==> src/rtl/voice_allocator.sv <==
// rtl/voice_allocator.sv - schedules keyboard slot note-on/off events onto synth voices
// Scans slots two cycles each (off, then on) and allocates with re-strike/idle/release/steal priority.
module voice_allocator #(
  parameter int NUM_VOICES    = 3,
  parameter int NUM_SLOTS     = 3,
  parameter int RELEASE_TICKS = 4096,
  parameter int AGE_W         = 16
) (
  input  logic                    clk,
  input  logic                    reset_n,
  input  logic                    sample_tick,
  input  logic [NUM_SLOTS-1:0]    slot_valid,
  input  logic [7*NUM_SLOTS-1:0]  slot_note,
  output logic [7*NUM_VOICES-1:0] voice_note,
  output logic [NUM_VOICES-1:0]   voice_gate,
  output logic [NUM_VOICES-1:0]   voice_active,
  output logic [NUM_VOICES-1:0]   voice_trig,
  output logic                    steal
);

  localparam int REL_W  = $clog2(RELEASE_TICKS + 1);
  localparam int SLOT_W = (NUM_SLOTS > 1) ? $clog2(NUM_SLOTS) : 1;
  localparam int VIDX_W = (NUM_VOICES > 1) ? $clog2(NUM_VOICES) : 1;

  typedef enum logic [1:0] {V_IDLE, V_HELD, V_REL} vstate_e;
  typedef enum logic {CHK_OFF, CHK_ON} scan_e;

  scan_e             scan_q, scan_d;
  logic [SLOT_W-1:0] slot_idx_q, slot_idx_d;
  logic              snap_valid_q [NUM_SLOTS];
  logic              snap_valid_d [NUM_SLOTS];
  logic [6:0]        snap_note_q  [NUM_SLOTS];
  logic [6:0]        snap_note_d  [NUM_SLOTS];
  vstate_e           vstate_q     [NUM_VOICES];
  vstate_e           vstate_d     [NUM_VOICES];
  logic [6:0]        vnote_q      [NUM_VOICES];
  logic [6:0]        vnote_d      [NUM_VOICES];
  logic [AGE_W-1:0]  age_q        [NUM_VOICES];
  logic [AGE_W-1:0]  age_d        [NUM_VOICES];
  logic [REL_W-1:0]  rel_q        [NUM_VOICES];
  logic [REL_W-1:0]  rel_d        [NUM_VOICES];
  logic [NUM_VOICES-1:0] trig_q, trig_d;
  logic              steal_q, steal_d;

  logic              cur_valid, snap_v, still_held, held_has, off_evt, on_evt;
  logic [6:0]        cur_note, snap_n;
  logic              found1, found2, found3, found4;
  logic [VIDX_W-1:0] idx1, idx2, idx3, idx4, alloc_idx;
  logic [REL_W-1:0]  best_rel;
  logic [AGE_W-1:0]  best_age;

  always_comb begin
    cur_valid = 1'b0;
    cur_note  = 7'd0;
    snap_v    = 1'b0;
    snap_n    = 7'd0;
    for (int i = 0; i < NUM_SLOTS; i++) begin
      if (SLOT_W'(i) == slot_idx_q) begin
        cur_valid = slot_valid[i];
        cur_note  = slot_note[7*i +: 7];
        snap_v    = snap_valid_q[i];
        snap_n    = snap_note_q[i];
      end
    end

    // A note held on any other slot keeps its voice gated.
    still_held = 1'b0;
    for (int i = 0; i < NUM_SLOTS; i++)
      if (slot_valid[i] && slot_note[7*i +: 7] == snap_n) still_held = 1'b1;

    held_has = 1'b0;
    for (int v = 0; v < NUM_VOICES; v++)
      if (vstate_q[v] == V_HELD && vnote_q[v] == cur_note) held_has = 1'b1;

    off_evt = (scan_q == CHK_OFF) && snap_v && (!cur_valid || cur_note != snap_n) && !still_held;
    on_evt  = (scan_q == CHK_ON) && cur_valid && (!snap_v || cur_note != snap_n) && !held_has;

    found1 = 1'b0; found2 = 1'b0; found3 = 1'b0; found4 = 1'b0;
    idx1 = '0; idx2 = '0; idx3 = '0; idx4 = '0;
    best_rel = '0;
    best_age = '0;
    for (int v = 0; v < NUM_VOICES; v++) begin
      if (!found1 && vstate_q[v] != V_HELD && vnote_q[v] == cur_note) begin
        found1 = 1'b1; idx1 = VIDX_W'(v);
      end
      if (!found2 && vstate_q[v] == V_IDLE) begin
        found2 = 1'b1; idx2 = VIDX_W'(v);
      end
      if (vstate_q[v] == V_REL && (!found3 || rel_q[v] < best_rel)) begin
        found3 = 1'b1; idx3 = VIDX_W'(v); best_rel = rel_q[v];
      end
      if (vstate_q[v] == V_HELD && (!found4 || age_q[v] > best_age)) begin
        found4 = 1'b1; idx4 = VIDX_W'(v); best_age = age_q[v];
      end
    end
    alloc_idx = found1 ? idx1 : found2 ? idx2 : found3 ? idx3 : idx4;
  end

  always_comb begin
    scan_d     = scan_q;
    slot_idx_d = slot_idx_q;
    trig_d     = '0;
    steal_d    = 1'b0;
    for (int i = 0; i < NUM_SLOTS; i++) begin
      snap_valid_d[i] = snap_valid_q[i];
      snap_note_d[i]  = snap_note_q[i];
    end
    for (int v = 0; v < NUM_VOICES; v++) begin
      vstate_d[v] = vstate_q[v];
      vnote_d[v]  = vnote_q[v];
      age_d[v]    = age_q[v];
      rel_d[v]    = rel_q[v];
      if (sample_tick) begin
        if (vstate_q[v] == V_HELD && !(&age_q[v])) age_d[v] = age_q[v] + 1'b1;
        if (vstate_q[v] == V_REL) begin
          if (rel_q[v] <= REL_W'(1)) begin
            vstate_d[v] = V_IDLE;
            rel_d[v]    = '0;
          end else begin
            rel_d[v] = rel_q[v] - 1'b1;
          end
        end
      end
      if (off_evt && vstate_q[v] == V_HELD && vnote_q[v] == snap_n) begin
        vstate_d[v] = V_REL;
        rel_d[v]    = REL_W'(RELEASE_TICKS);
      end
      // Allocation overrides any tick or expiry on the chosen voice.
      if (on_evt && VIDX_W'(v) == alloc_idx) begin
        vstate_d[v] = V_HELD;
        vnote_d[v]  = cur_note;
        age_d[v]    = '0;
        rel_d[v]    = '0;
        trig_d[v]   = 1'b1;
      end
    end
    if (on_evt) steal_d = !found1 && !found2 && !found3;

    if (scan_q == CHK_OFF) begin
      scan_d = CHK_ON;
    end else begin
      scan_d = CHK_OFF;
      for (int i = 0; i < NUM_SLOTS; i++) begin
        if (SLOT_W'(i) == slot_idx_q) begin
          snap_valid_d[i] = cur_valid;
          snap_note_d[i]  = cur_note;
        end
      end
      slot_idx_d = (slot_idx_q == SLOT_W'(NUM_SLOTS - 1)) ? '0 : slot_idx_q + 1'b1;
    end
  end

  always_ff @(posedge clk or negedge reset_n) begin
    if (!reset_n) begin
      scan_q     <= CHK_OFF;
      slot_idx_q <= '0;
      trig_q     <= '0;
      steal_q    <= 1'b0;
      for (int i = 0; i < NUM_SLOTS; i++) begin
        snap_valid_q[i] <= 1'b0;
        snap_note_q[i]  <= 7'd0;
      end
      for (int v = 0; v < NUM_VOICES; v++) begin
        vstate_q[v] <= V_IDLE;
        vnote_q[v]  <= 7'd0;
        age_q[v]    <= '0;
        rel_q[v]    <= '0;
      end
    end else begin
      scan_q     <= scan_d;
      slot_idx_q <= slot_idx_d;
      trig_q     <= trig_d;
      steal_q    <= steal_d;
      for (int i = 0; i < NUM_SLOTS; i++) begin
        snap_valid_q[i] <= snap_valid_d[i];
        snap_note_q[i]  <= snap_note_d[i];
      end
      for (int v = 0; v < NUM_VOICES; v++) begin
        vstate_q[v] <= vstate_d[v];
        vnote_q[v]  <= vnote_d[v];
        age_q[v]    <= age_d[v];
        rel_q[v]    <= rel_d[v];
      end
    end
  end

  always_comb begin
    for (int v = 0; v < NUM_VOICES; v++) begin
      voice_note[7*v +: 7] = vnote_q[v];
      voice_gate[v]        = (vstate_q[v] == V_HELD);
      voice_active[v]      = (vstate_q[v] != V_IDLE);
    end
  end

  assign voice_trig = trig_q;
  assign steal      = steal_q;

endmodule

==> config.mk <==
export PLATFORM = sky130hd
export DESIGN_NAME = voice_allocator
export DESIGN_NICKNAME = d
export VERILOG_FILES = /design/src/rtl/voice_allocator.sv
export SDC_FILE = /design/constraint.sdc
export NUM_CORES = 1
export LEC_CHECK = 0
export ABC_AREA = 1
export CAP_MARGIN = 20
export CORE_MARGIN = 3
export CORE_UTILIZATION = 34
export DETAILED_ROUTE_END_ITERATION = 10
export PLACE_DENSITY = 0.52
export SKIP_CTS_REPAIR_TIMING = 1
export SLEW_MARGIN = 10
export SYNTH_ARGS = -nofsm -noshare
export SYNTH_HDL_FRONTEND = slang
export SYNTH_SLANG_ARGS = --single-unit
==> constraint.sdc <==
create_clock -name clk -period 8.7 [get_ports clk]
set_clock_uncertainty 0.1 [all_clocks]
set_input_delay 2.175 -clock clk [delete_from_list [all_inputs] [get_ports clk]]
set_output_delay 2.175 -clock clk [all_outputs]
set_load 0.05 [all_outputs]
### Yosys cells after proc, flatten, opt, wreduce, memory -nomap -nowiden

Cells that the tools add are included.

| storage, ports and cells | value |
|---|---|
| bits in latches | 0 |
| memory bits (read-only) | 0 |
| memory bits (writable) | 0 |
| output and inout port bits | 31 |
| input bits | 27 |
| register bits | 145 |
| logic and storage cells | 249 |
| memories kept | 0 |

| cells by class | value |
|---|---|
| divide/modulo/power cells | 0 |
| eq/ne operators | 24 |
| magnitude comparators | 7 |
| multipliers | 0 |
| shifts and indexed selects | 0 |
| $add $sub $neg | 7 |
| reduce and logical (&&, ||, !) cells | 99 |
| bitwise logic cells | 1 |
| muxes and demuxes | 89 |

Operators with widths:

| cell | number |
|---|---|
| 2-to-1 mux 13 bit | 17 |
| 2-to-1 mux 16 bit | 11 |
| equality test 7 bit | 9 |
| adder 16 x 1 -> 16 bit (second input constant) | 3 |
| AND reduction 16 bit | 3 |
| 2-to-1 mux 2 bit | 23 |
| 2-to-1 mux 7 bit | 6 |
| <= comparator 13 x 1 -> 1 bit (second input constant) | 3 |
| subtractor 13 x 1 -> 13 bit (second input constant) | 3 |
| logical AND 1 bit | 37 |
| > comparator 16 bit | 2 |
| 2-to-1 mux 1 bit | 32 |
| nonzero test 3 bit | 9 |
| less-than comparator 13 bit | 2 |
| zero test 1 bit | 18 |
| AND reduction 2 bit | 9 |
| nonzero test 2 bit | 9 |
| zero test 2 bit | 5 |
| AND reduction 3 bit | 3 |
| equality test 2 bit (second input constant) | 4 |
| != test 7 bit | 1 |
| equality test 2 x 1 -> 1 bit (second input constant) | 3 |
| logical OR 1 bit | 6 |
| != test 2 x 1 -> 1 bit (second input constant) | 3 |
| 4 further kinds | 6 |

### Longest topological paths before layout

| logic depth | value |
|---|---|
| word-level depth | 20 |
| gate-level depth with buffers | 38 |

### Worst setup path after synthesis

No wires, ideal clock.

| path | value |
|---|---|
| kind | flip-flop to flip-flop |
| from | reg vstate_q[5] in the netlist's numbering |
| to | reg vstate_q[4] in the netlist's numbering |
| setup time | 124 ps |
| setup slack | 3618 ps |
| arrival | 4858 ps |
| path buffers | 5 |
| stages on the path, launching flop included | 34 |
| path through | dfrtp_1 -> nor2_1 -> clkbuf_1 -> buf_1 -> nand2_1 -> ha_1 -> a21o_1 -> a21oi_1 -> nor2_1 -> nor2_1 -> o21ai_0 -> o31ai_1 -> a21oi_1 -> inv_1 -> clkbuf_1 -> o21ai_0 -> ha_1 -> a21oi_1 -> o21a_1 -> nor2_1 -> o21ai_0 -> o2111ai_1 -> nand2_1 -> o21ai_0 -> nand3_1 -> nand3_1 -> nand2_1 -> nand2_1 -> nor2_1 -> nand3_2 -> buf_6 -> buf_6 -> o211ai_1 -> nand2_1 |

| between the ends | value |
|---|---|
| longest elaborated chain between the ends | 17 |

RTL lines:

| element | line | RTL |
|---|---|---|
| start, declared | 34 | `vstate_e vstate_q [NUM_VOICES];` |
| start signal, assigned by index | 179 | `vstate_q[v] <= vstate_d[v];` |
| equality test 2 x 1 -> 1 bit * | -- |  |
| named net voice_gate[0] | 15 | `output logic [NUM_VOICES-1:0] voice_gate,` |
| 2-to-1 mux 16 bit / 2-to-1 mux 1 bit (equally long branches) | 92 | `if (vstate_q[v] == V_HELD && (!found4 \|\| age_q[v] > best_age)) begin` |
| > comparator 16 bit / zero test 1 bit (equally long branches) | 92 |  |
| logical OR 1 bit | 92 |  |
| logical AND 1 bit | 92 |  |
| 2-to-1 mux 16 bit / 2-to-1 mux 1 bit (equally long branches) | 92 |  |
| > comparator 16 bit / zero test 1 bit (equally long branches) | 92 |  |
| logical OR 1 bit | 92 |  |
| logical AND 1 bit | 92 |  |
| 2-to-1 mux 2 bit | 92 |  |
| 2-to-1 mux 2 bit (3 in series) | 96 | `alloc_idx = found1 ? idx1 : found2 ? idx2 : found3 ? idx3 : idx4;` |
| zero test 2 bit | 129 | `if (on_evt && VIDX_W'(v) == alloc_idx) begin` |
| logical AND 1 bit | 129 |  |
| nonzero test 3 bit (no line) | -- |  |
| AND reduction 3 bit (no line) | -- |  |

Mark *: on every way through the listed nets, which the timed path passes. The rest lies on a longest branch.
A chain may end at the register's enable or synchronous reset.

### Worst setup path in the final report

| path | value |
|---|---|
| from | reg vstate_q[5] in the netlist's numbering |
| to | reg vstate_q[5] in the netlist's numbering |

| between the ends | value |
|---|---|
| longest elaborated chain between the ends | 17 |

RTL lines:

| element | line |
|---|---|
| equality test 2 x 1 -> 1 bit / equality test 2 bit (equally long branches) | -- |
| 2-to-1 mux 16 bit, or another cell as far along | 92 |
| > comparator 16 bit, or another cell as far along | 92 |
| logical OR 1 bit, on equally long branches | 92, 89 |
| logical AND 1 bit, on equally long branches | 92, 89 |
| 2-to-1 mux 16 bit, or another cell as far along | 92 |
| > comparator 16 bit, or another cell as far along | 92 |
| logical OR 1 bit, on equally long branches | 92, 89 |
| logical AND 1 bit, on equally long branches | 92, 89 |
| 2-to-1 mux 2 bit, or another cell as far along | 92 |
| 2-to-1 mux 2 bit (3 in series) | 96 |
| zero test 2 bit | 129 |
| logical AND 1 bit | 129 |
| nonzero test 3 bit (no line) | -- |
| AND reduction 3 bit (no line) | -- |

Several ways; a longest one is shown, not always the timed one.

==> key figures <==
STA
  • Setup TNS: 0 ns
  • Setup violations, final: 0
  • Hold_ws: 0.383 ns
  • Fmax: roughly 160 MHz
  • Pins Over Slew Limit: 0
  • Hold Violations, Final: 0
  • RSZ-0062 raised after global routing: no
  • Rel. slew slack: 33.8%
  • Slew @ Worst Pin: 0.989 ns
  • Final period util: 70.6%
  • Fin crit period: 6.14 ns
  • Final Worst Setup Slack: 2.56 ns

Cells and area
  • Synth-to-Final Area Change: 13.9%
  • Share of layout cells above drive strength 1: about 5.5%
  • Fin nets: 1,628
  • Fillers: 3,287
  • ANT cells: 0

Route
  • Iter 0 DRT Violations: 674
  • WL final: approximately 32 mm
  • Post-DR vias/cell: 5.14
  • DRC: 0
  • Via count: 9,994
  • Antenna viol nets, final: 0
  • Drt wl/cell: 16.4 µm
  • Detailed-router iteration count before antenna repair: 5

Synthesis
  • Flops & latches, synth: 145
  • EDFF count, synth: 0
  • Synthesis Warnings: 0
  • Seq/Total Area, Yosys: 33.6%
  • Post-Syn Nets: approximately 1,600
  • Syn_area_per_cell: 7.23 µm²
  • Post-synthesis cell type count: 52
  • Synth top area cells: dfrtp_1 34%, nand2_1 12%, ha_1 7.5%
  • Async SR Flop Fraction: 100%
  • Ys flop type: dfrtp_1
  • Area leader, netlist: dfrtp_1
  • Top cell type's share of synthesized area: 33.6%
  • Synth Cell Area: 10,800 µm²
  • Mapped Cells: 1,491

Die
  • Initial Util: 34.9%
  • Core ar.: 30,900 µm²
  • Chip height: 184 µm
  • Std cell rows: 64
  • Full die area: 33,900 µm²
  • IO Pins: 58
  • Die width: 184 µm

Min path
  • Hold path depth: 2
  • WHS Endpoint: snap_note_q[19]$_DFFE_PN0P_
  • Hold Crit Class: reg2reg
  • Hold wc startpoint: snap_note_q[19]$_DFFE_PN0P_

Global route
  • Total GRT Usage: 19.4%
  • First-pass GRT wire length: 52.6 mm
  • Antenna violations before repair: 0
  • Largest net degree at the start of global routing: 81
  • Vias in the first global route: 9,754
  • Grt ovf: 0

Power
  • Pwr Density: 344 nW/µm²
  • Overall power: 4230 µW
  • Leak: 0.00594 µW
  • Peak supply drop: 0.163 mV

CTS
  • Clock Latency Late Sink: 0.45 ns
  • Bufs on Longest Clock Path: 2
  • Num CTS Buffers: 17
  • TritonCTS clock tree: done
  • CTS clock-pin slew for the worst setup and hold paths: 0.08 ns
  • Htree depth: 4
  • CTS root buf: clkbuf_16
  • Clock Sink Count: 145

Critical path
  • Cells on worst reg2reg path: 31
  • Worst EP arrival: 6.37 ns
  • Critical Path Start Type: flop
  • CP max FO: 43
  • Reg2reg end: vstate_q[5]$_DFFE_PN0P_
  • CP Buf/Inv Count: 4
  • Worst path most repeated cell: nand2_1
  • Worst R2R Start: vstate_q[5]$_DFFE_PN0P_
  • Worst path slowest cell: nor2_1
  • Top delay family on crit path: simple AND/OR/NAND/NOR gates
  • Critical path type: reg2reg
  • Nature of the critical path endpoint: flop
  • R2R setup slack: 2.56 ns
  • CP max stage delay: 0.66 ns
  • Worst EP required: a little under 9 ns

Place
  • RePlAce Congestion: 0.848
  • Pre-CTS setup slack: ~2.6 ns
  • Post-DP HPWL: 23.5 mm
  • Port bufs: 57

Outcome
  • Outcome: finished, final reports clean

Flow run
  • Max Cap Viol: 0
==> final cells by class <==
| cell class | instances | area (µm²) | area share [%] |
|---|---|---|---|
| sequential | 145 | 3630 | 29.5 |
| clock buffer | 17 | 425 | 3.46 |
| inverter | 181 | 684 | 5.57 |
| multi-input combinational | 1123 | 6240 | 50.8 |
| timing repair buffer | 68 | 674 | 5.49 |
| tap | 396 | 495 | 4.03 |
| clock inverter | 15 | 143 | 1.16 |
==> worst register-to-register path: cells and delay by family (launching register included) <==
kind | cells | cell delay, ns
AO/OA/AOI/OAI | 4 | 0.80
adder cells (fa/ha/maj) | 2 | 0.69
buffers and inverters | 4 | 0.67
flip-flops | 1 | 0.38
AND/OR/NAND/NOR | 21 | 3.38
==> sequential cells by signal, indices dropped and copies added, names as in the netlist <==
register      cells
steal             1
voice_note       21
age_q            48
vstate_q          6
slot_idx_q        2
scan_q            1
snap_valid_q      3
snap_note_q      21
voice_trig        3
rel_q            39
==> power breakdown <==
part	internal [µW]	switching, µW	leakage, µW	total, µW
registers	823	233	0.00189	1060
logic	845	1600	0.00377	2440
clock network	380	346	0.000277	726
total	2050	2180	0.00594	4230
==> cells in the final DEF (no fill, tap or decap), types with 3 or more instances in the layout <==
master	instances
inv_1	172
o21ai_2	3
nor2_4	3
nand4_1	29
clkbuf_16	17
ha_1	65
o21bai_1	3
nand3_2	10
nor2_1	128
clkdlybuf4s50_1	56
nand3b_1	13
nand2_1	340
buf_4	10
xnor2_1	18
o22ai_1	4
nand2_2	4
a211oi_1	8
o21ai_1	36
nand3_1	120
nor3_1	55
xor2_1	79
inv_2	7
dfrtp_1	145
or2_2	8
o21a_1	8
inv_8	4
nor4_1	13
o211ai_1	6
inv_6	7
a21oi_1	33
o2111ai_1	3
o21ai_0	109
==> through the flow <==
stage | util (%) | std cells | area (µm²)
6_report | 39.8 | 1945 | 12300
5_1_grt | 39.8 | 1945 | 12300
4_1_cts | 39.6 | 1943 | 12300
3_5_place_dp | 37.8 | 1911 | 11700
3_3_place_gp | 37.8 | 1910 | 11700
2_1_floorplan | - | 1491 | 10800
==> synth_stat cells, drive strengths merged (4+ instances only) <==
master,count
inv,181
clkbuf,14
nor4,14
nand4,29
xor2,79
o22ai,4
nand3,130
o21a,8
nor3,55
nor2,132
ha,65
a21oi,33
nand2,344
o21ai,149
buf,28
xnor2,18
o211ai,7
dfrtp,145
a211oi,8
or2,9
nand3b,13
==> worst max-delay path by stage <==
stage | startpoint | end | slack (ns) | cells after the start
2_1_floorplan | vstate_q[5]$_DFFE_PN0P_ | vstate_q[4]$_DFFE_PN0P_ | 3.62 | 33
3_3_place_gp | vstate_q[4]$_DFFE_PN0P_ | vstate_q[0]$_DFFE_PN0P_ | 2.38 | 30
3_5_place_dp | vstate_q[4]$_DFFE_PN0P_ | vstate_q[5]$_DFFE_PN0P_ | 2.58 | 32
4_1_cts | vstate_q[4]$_DFFE_PN0P_ | vstate_q[5]$_DFFE_PN0P_ | 2.52 | 32
5_1_grt | vstate_q[4]$_DFFE_PN0P_ | rel_q[16]$_DFFE_PN0P_ | 1.65 | 32
6_report | vstate_q[5]$_DFFE_PN0P_ | vstate_q[5]$_DFFE_PN0P_ | 2.56 | 31
==> metal layers <==
| layer | GRT usage, % | vias up | wire length, µm | part of all wire, % |
|---|---|---|---|---|
| met5 | 0 | - | 0 | 0 |
| li1 | - | 5029 | - | - |
| met3 | 3.36 | 31 | 1650 | 5.2 |
| met2 | 31.1 | 240 | 14600 | 46 |
| met1 | 27.1 | 4694 | 15200 | 48 |
| met4 | 4.93 | 0 | 440 | 1.4 |
==> cell families after synthesis <==
| group | after synthesis | share of synthesized area [%] |
|---|---|---|
| AO/OA/AOI/OAI | 226 | 11.9 |
| XOR/XNOR | 97 | 7.88 |
| adder cells (fa/ha/maj) | 65 | 7.54 |
| buffers and inverters | 223 | 8.54 |
| flip-flops | 145 | 33.6 |
| AND/OR/NAND/NOR | 735 | 30.5 |
Note: power is estimated with default switching activity, not from simulation.
